==> src/rtl/dec_scan_sel_if.sv <==
// dec_scan_sel_if
// ---------------
// Bundles the enable/mode/select/dwell inputs and the strobe/index/wrap
// outputs of dec_scan_sel.
//   master : drives G_L, MODE, SEL, DWELL (and SKIP); observes Y_L, CUR, WRAP
//   slave  : the decoder side
// Optional macro DEC_SCAN_SKIP_EN adds the SKIP channel mask.
interface dec_scan_sel_if #(
    parameter int SEL_W   = 2,
    parameter int DWELL_W = 8
);
    localparam int NCH = 2 ** SEL_W;

    logic               G_L;
    logic               MODE;
    logic [SEL_W-1:0]   SEL;
    logic [DWELL_W-1:0] DWELL;
    logic [NCH-1:0]     Y_L;
    logic [SEL_W-1:0]   CUR;
    logic               WRAP;
`ifdef DEC_SCAN_SKIP_EN
    logic [NCH-1:0]     SKIP;

    modport master (output G_L, MODE, SEL, DWELL, SKIP, input Y_L, CUR, WRAP);
    modport slave  (input G_L, MODE, SEL, DWELL, SKIP, output Y_L, CUR, WRAP);
`else
    modport master (output G_L, MODE, SEL, DWELL, input Y_L, CUR, WRAP);
    modport slave  (input G_L, MODE, SEL, DWELL, output Y_L, CUR, WRAP);
`endif
endinterface

==> src/rtl/dec_scan_sel.sv <==
// dec_scan_sel
// ------------
// Registered, parametrised active-low decoder with an optional scanning
// sequencer for digit/row multiplexing.
//   CLK   : clock, rising edge
//   RESET : synchronous, active-high reset
//   bus   : dec_scan_sel_if.slave
//           G_L   active-low enable
//           MODE  0 = direct decode of SEL, 1 = scan through all channels
//           SEL   direct-mode channel select
//           DWELL scan dwell, each channel is active DWELL+1 cycles
//           Y_L   registered active-low strobes, at most one bit low
//           CUR   registered index of the current/last active channel
//           WRAP  one-cycle pulse on the first cycle of a wrapped channel
// Parameters: SEL_W (select width), DWELL_W (DWELL width), BLANK_CYC
// (all-high cycles between scanned channels, 0 = none).
// Optional macro DEC_SCAN_SKIP_EN: adds SKIP; scanning then visits only
// channels whose SKIP bit is 0, and idles when every channel is skipped.
module dec_scan_sel #(
    parameter int SEL_W     = 2,
    parameter int DWELL_W   = 8,
    parameter int BLANK_CYC = 1
) (
    input  logic          CLK,
    input  logic          RESET,
    dec_scan_sel_if.slave bus
);
    localparam int NCH     = 2 ** SEL_W;
    localparam int BLANK_W = (BLANK_CYC > 1) ? $clog2(BLANK_CYC) : 1;

    localparam logic [1:0] ST_IDLE   = 2'd0;
    localparam logic [1:0] ST_DIRECT = 2'd1;
    localparam logic [1:0] ST_ON     = 2'd2;
    localparam logic [1:0] ST_BLANK  = 2'd3;

    localparam logic [NCH-1:0] ALL_HIGH = {NCH{1'b1}};

    // Active-low one-cold strobe for a channel index.
    function automatic logic [NCH-1:0] strobe_low(input logic [SEL_W-1:0] idx);
        logic [NCH-1:0] v;
        v      = {NCH{1'b1}};
        v[idx] = 1'b0;
        return v;
    endfunction

`ifdef DEC_SCAN_SKIP_EN
    // First non-skipped channel at or after 'start', searching cyclically.
    function automatic logic [SEL_W-1:0] first_free(input logic [SEL_W-1:0] start,
                                                    input logic [NCH-1:0]   skip);
        logic [SEL_W-1:0] idx;
        logic [SEL_W-1:0] found;
        logic             hit;
        found = start;
        hit   = 1'b0;
        for (int k = 0; k < NCH; k++) begin
            idx = start + SEL_W'(k);
            if (!hit && !skip[idx]) begin
                found = idx;
                hit   = 1'b1;
            end else begin
                found = found;
            end
        end
        return found;
    endfunction
`endif

    logic [1:0]         state_r, state_s;
    logic [NCH-1:0]     y_l_r, y_l_s;
    logic [SEL_W-1:0]   cur_r, cur_s;
    logic               wrap_r, wrap_s;
    logic [DWELL_W-1:0] cnt_r, cnt_s;
    logic [BLANK_W-1:0] blank_r, blank_s;

    logic [SEL_W-1:0]   entry_idx_s;
    logic [SEL_W-1:0]   adv_idx_s;
    logic               adv_wrap_s;
    logic               none_free_s;
    logic               do_adv_s;

    // Channel selection for scan entry and for advancing to the next channel.
    always_comb begin
`ifdef DEC_SCAN_SKIP_EN
        none_free_s = &bus.SKIP;
        entry_idx_s = first_free({SEL_W{1'b0}}, bus.SKIP);
        adv_idx_s   = first_free(cur_r + SEL_W'(1), bus.SKIP);
        // A cyclic search that lands at or below the current index wrapped.
        adv_wrap_s  = (adv_idx_s <= cur_r);
`else
        none_free_s = 1'b0;
        entry_idx_s = {SEL_W{1'b0}};
        adv_idx_s   = cur_r + SEL_W'(1);
        adv_wrap_s  = (cur_r == {SEL_W{1'b1}});
`endif
    end

    // Next-state and next-output logic for the direct/scan sequencer.
    always_comb begin
        state_s  = state_r;
        y_l_s    = y_l_r;
        cur_s    = cur_r;
        wrap_s   = 1'b0;
        cnt_s    = cnt_r;
        blank_s  = blank_r;
        do_adv_s = 1'b0;

        if (bus.G_L) begin
            state_s = ST_IDLE;
            y_l_s   = ALL_HIGH;
        end else if (!bus.MODE) begin
            state_s = ST_DIRECT;
            y_l_s   = strobe_low(bus.SEL);
            cur_s   = bus.SEL;
        end else if (none_free_s) begin
            state_s = ST_IDLE;
            y_l_s   = ALL_HIGH;
        end else begin
            case (state_r)
                ST_ON: begin
                    if (cnt_r != {DWELL_W{1'b0}}) begin
                        cnt_s = cnt_r - DWELL_W'(1);
                    end else if (BLANK_CYC > 0) begin
                        state_s = ST_BLANK;
                        y_l_s   = ALL_HIGH;
                        blank_s = BLANK_W'(BLANK_CYC - 1);
                    end else begin
                        do_adv_s = 1'b1;
                    end
                end
                ST_BLANK: begin
                    if (blank_r != {BLANK_W{1'b0}}) begin
                        blank_s = blank_r - BLANK_W'(1);
                    end else begin
                        do_adv_s = 1'b1;
                    end
                end
                default: begin
                    // IDLE or DIRECT: (re)start the scan at the first channel.
                    state_s = ST_ON;
                    cur_s   = entry_idx_s;
                    y_l_s   = strobe_low(entry_idx_s);
                    cnt_s   = bus.DWELL;
                end
            endcase
        end

        if (do_adv_s) begin
            state_s = ST_ON;
            cur_s   = adv_idx_s;
            y_l_s   = strobe_low(adv_idx_s);
            cnt_s   = bus.DWELL;
            wrap_s  = adv_wrap_s;
        end else begin
            state_s = state_s;
        end
    end

    // State and output registers with synchronous reset.
    always_ff @(posedge CLK) begin
        if (RESET) begin
            state_r <= ST_IDLE;
            y_l_r   <= ALL_HIGH;
            cur_r   <= {SEL_W{1'b0}};
            wrap_r  <= 1'b0;
            cnt_r   <= {DWELL_W{1'b0}};
            blank_r <= {BLANK_W{1'b0}};
        end else begin
            state_r <= state_s;
            y_l_r   <= y_l_s;
            cur_r   <= cur_s;
            wrap_r  <= wrap_s;
            cnt_r   <= cnt_s;
            blank_r <= blank_s;
        end
    end

    assign bus.Y_L  = y_l_r;
    assign bus.CUR  = cur_r;
    assign bus.WRAP = wrap_r;
endmodule

==> src/flat_wrapper.sv <==
// flat-port wrapper written by rule: the top's interface ports become plain ports
module dec_scan_sel_flat 
#(
    parameter int SEL_W     = 2,
    parameter int DWELL_W   = 8,
    parameter int BLANK_CYC = 1
)
  (CLK, RESET, bus_G_L, bus_MODE, bus_SEL, bus_DWELL, bus_Y_L, bus_CUR, bus_WRAP);
  dec_scan_sel_if #(.SEL_W(SEL_W), .DWELL_W(DWELL_W)) bus_i ();
  input  logic CLK;
  input  logic RESET;
  input wire logic [$bits(bus_i.G_L)-1:0] bus_G_L;
  input wire logic [$bits(bus_i.MODE)-1:0] bus_MODE;
  input wire logic [$bits(bus_i.SEL)-1:0] bus_SEL;
  input wire logic [$bits(bus_i.DWELL)-1:0] bus_DWELL;
  output wire logic [$bits(bus_i.Y_L)-1:0] bus_Y_L;
  output wire logic [$bits(bus_i.CUR)-1:0] bus_CUR;
  output wire logic [$bits(bus_i.WRAP)-1:0] bus_WRAP;
  assign bus_i.G_L = bus_G_L;
  assign bus_i.MODE = bus_MODE;
  assign bus_i.SEL = bus_SEL;
  assign bus_i.DWELL = bus_DWELL;
  assign bus_Y_L = bus_i.Y_L;
  assign bus_CUR = bus_i.CUR;
  assign bus_WRAP = bus_i.WRAP;
  dec_scan_sel #(.SEL_W(SEL_W), .DWELL_W(DWELL_W), .BLANK_CYC(BLANK_CYC)) u_core (.CLK(CLK), .RESET(RESET), .bus(bus_i));
endmodule
==> config.mk <==
export PLATFORM = sky130hd
export DESIGN_NAME = dec_scan_sel_flat
export DESIGN_NICKNAME = d
export VERILOG_FILES = /design/src/rtl/dec_scan_sel_if.sv /design/src/rtl/dec_scan_sel.sv /design/src/flat_wrapper.sv
export SDC_FILE = /design/constraint.sdc
export NUM_CORES = 1
export LEC_CHECK = 0
export ABC_AREA = 0
export CORE_MARGIN = 3
export CORE_UTILIZATION = 54
export DETAILED_ROUTE_END_ITERATION = 8
export DONT_BUFFER_PORTS = 1
export GPL_ROUTABILITY_DRIVEN = 0
export PLACE_DENSITY = 0.81
export SLEW_MARGIN = 20
export SYNTH_ARGS = -nofsm -noshare
export SYNTH_HDL_FRONTEND = slang
export SYNTH_SLANG_ARGS = --single-unit
==> constraint.sdc <==
create_clock -name CLK -period 1.8 [get_ports CLK]
set_input_delay 0.36 -clock CLK [delete_from_list [all_inputs] [get_ports CLK]]
set_output_delay 0.36 -clock CLK [all_outputs]
set_load 0.03 [all_outputs]
==> results.md <==
* Syn nets at 142
* Hold path start: RESET
* Antenna cells at 0
* CTS tree: built
* Number of routed nets with antenna violations at 0
* Final min period at 1.80 ns
* Crit Path Category: reg -> reg
* Detailed Route WL at 2700 µm
* First-pass GRT wire length at 4210 µm
* Yosys cell types at 39
* Dominant cells by area after synthesis: dfxtp_1, ha_1, nand2_1, o21ai_0, a21oi_1
* Pleak at 0.478 nW
* Commonest non-fill, non-tap cell in the layout: dfxtp_1
* DP HPWL at 1860 µm
* Top cell type's share of synthesized area at 34.0%
* Setup crit start: u_core.cnt_r[3]$_SDFFE_PP0P_
* Mapped cell area at 0.00100 mm²
* Post-synth top area cell: dfxtp_1
* Clock Skews at 0.0180 ns
* TritonCTS Buffers at 3
* Largest net degree at the start of global routing at 11
* Post-synthesis sequential area ratio at 34.0%
* Crit-path cells: or4_4 -> or2_1 -> or4_1 -> a31oi_1
* Layout area overhead at 18.0%
* Max VDD drop at 0.000536 V
* Nets at 154
* Gr usage total at 22.1%
* Root Buffer: clkbuf_4
* Fin crit share at 99.8%
* Pwr dens at 704 mW/mm²
* DR WL/cell at 17.3 µm
* Vias at 1,000
* Reg clk slew, reported paths at 0.11 ns
* Synthesized flop and latch total at 17
* Number of fill cells at 117
* PnR Total Power at 0.831 mW
* Pre-CTS setup slack at 0.00337 ns
* Clock Path Buffers at 2
* Antenna violations before repair at 0
* CP arrival at 2.04 ns
* Slowest cell delay on critical path at 0.53 ns
* CP Launch Type: flip-flop
* Initial core utilization at 61.4%
* Share of cells above drive strength 1 at 23.5%
* Worst setup margin at 0.00380 ns
* Die Height at 49.1 µm
* Hold Path Class: in -> reg
* Reg2reg start: u_core.cnt_r[3]$_SDFFE_PP0P_
* Status: complete, no violations
* Num rows at 14
* Final Hold Viols at 0
* Crit Reg-Reg Endpoint: u_core.cnt_r[7]$_SDFFE_PP0P_
* Commonest non-fill, non-tap cells in the layout: dfxtp_1, nand2_1, buf_4
* Gr ovfl total at 0
* RSZ-0062 raised after global routing: true
* Mapped Cells at 121
* CP max FO at 2
* Port bufs at 0
* Syn avg cell area at 8.27 µm²
* IO Pins at 21
* Vias in the first global route at 907
* Setup-failing EPs final at 0
* Worst Path Required at 2.04 ns
* Critical Path Sink Type: flip-flop
* Core Box Area at 0.00163 mm²
* Syn. warnings at 0
* Slew Limit Fails at 0
* Max_cap viols at 0
* Die W at 49.1 µm
* Critical path destination: u_core.cnt_r[7]$_SDFFE_PP0P_
* Max Clk Rate at 557 MHz
* DRC viols at 0
* Relative slew slack at 71.4%
* DRT Pass-1 Iters at 4
* Worst skew pair latency at 0.30 ns
* Crit-path slowest cell: or4_4
* Reg2Reg Setup Slack at 0.004 ns
* Vias per std cell at 6.41
* Reg2reg path depth at 4
* Htree depth at 1
* DR iter-0 viols at 39
* Worst Tran Pin Value at 0.423 ns
* Clock Sinks at 17
* Die ar. at 0.00241 mm²
worst min-delay path by stage:
stage	endpoint	slack [ns]	cells past startpoint
global placement	u_core.cnt_r[7]$_SDFFE_PP0P_	0.43	1
finish	u_core.cnt_r[5]$_SDFFE_PP0P_	0.10	1
detailed placement	u_core.bus.CUR[0]$_SDFFE_PP0P_	0.43	1
floorplan	u_core.cnt_r[4]$_SDFFE_PP0P_	0.46	2
global route	u_core.cnt_r[5]$_SDFFE_PP0P_	0.09	1
CTS	u_core.cnt_r[7]$_SDFFE_PP0P_	0.11	1
flip-flops by register name (all words and copies together), names as in the netlist:
register / count
u_core.cnt_r: 8
u_core.state_r: 2
u_core.bus.CUR: 2
u_core.bus.Y_L: 4
u_core.bus.WRAP: 1
critical path: cells and delay by family (launching register included):
family          cells  cell delay (ns)
simple gates        3             1.23
flops               1             0.34
compound gates      1             0.16
cells in the mapped netlist (all sizes together):
| master | instances |
|---|---|
| a211oi | 3 |
| a21o | 1 |
| a21oi | 7 |
| a221oi | 1 |
| a22oi | 2 |
| a2bb2oi | 1 |
| a31oi | 2 |
| a32o | 2 |
| a32oi | 2 |
| and3 | 1 |
| and4b | 1 |
| buf | 2 |
| clkbuf | 5 |
| dfxtp | 17 |
| ha | 7 |
| inv | 8 |
| nand2 | 12 |
| nand2b | 2 |
| nand3 | 2 |
| nor2 | 6 |
| nor2b | 3 |
| nor3 | 4 |
| nor4 | 2 |
| nor4bb | 1 |
| o211ai | 1 |
| o21ai | 8 |
| o2bb2ai | 1 |
| o31ai | 3 |
| o32ai | 1 |
| o41a | 1 |
| o41ai | 2 |
| or2 | 2 |
| or3 | 2 |
| or3b | 3 |
| or4 | 2 |
| or4b | 1 |
report_power, final:
part / switching [mW] / total (mW) / internal, mW
Clock: 0.128 / 0.211 / 0.0828
Sequential: 0.0202 / 0.414 / 0.394
Combinational: 0.107 / 0.206 / 0.0992
Total: 0.255 / 0.831 / 0.576
logic make-up after synthesis:
kind of cell,count (synthesis),synth area share [%]
AO/OA/AOI/OAI,38,26.9
adder cells (fa/ha/maj),7,8.75
buffers and inverters,15,5.63
flip-flops,17,34.0
AND/OR/NAND/NOR,44,24.8
layer usage:
metal  track usage [%]  share of wire [%]  up-vias
li1                  -                  -      472
met5                 0                  0        -
met3              7.65                8.6        4
met2              36.9                 48       48
met4              2.84               0.56        0
met1              28.1                 43      476
timing repair:
| action | 4_1_cts | 5_1_grt |
|---|---|---|
| hold buffers | 0 | 0 |
| pin swaps | 2 | 1 |
| buffers inserted | 2 | 0 |
| resized for setup | 0 | 13 |
| setup endpoints to repair | 3 | 9 |
| endpoints found under the hold margin | 0 | 0 |
final cells by class:
type | count | area [µm²] | area share [%]
Tap cell | 24 | 30.0 | 2.54
Clock inverter | 1 | 5.00 | 0.424
Inverter | 8 | 30.0 | 2.54
Sequential cell | 17 | 344 | 29.1
Clock buffer | 3 | 22.5 | 1.91
Timing Repair Buffer | 14 | 113 | 9.53
Multi-Input combinational cell | 89 | 637 | 53.9
per-stage QoR:
step	hold WS (ns)	util [%]	instances	cell area, µm²	TNS (ns)
5_1_grt	0.0943	72.5	156	1180	-0.129
6_report	0.104	72.5	156	1180	0
3_3_place_gp	0.432	67.2	150	1090	0
2_1_floorplan	0.456	-	121	1000	0
4_1_cts	0.108	69.8	156	1140	0
3_5_place_dp	0.434	67.2	150	1090	0
No activity file was read; power rests on OpenSTA's default activity.
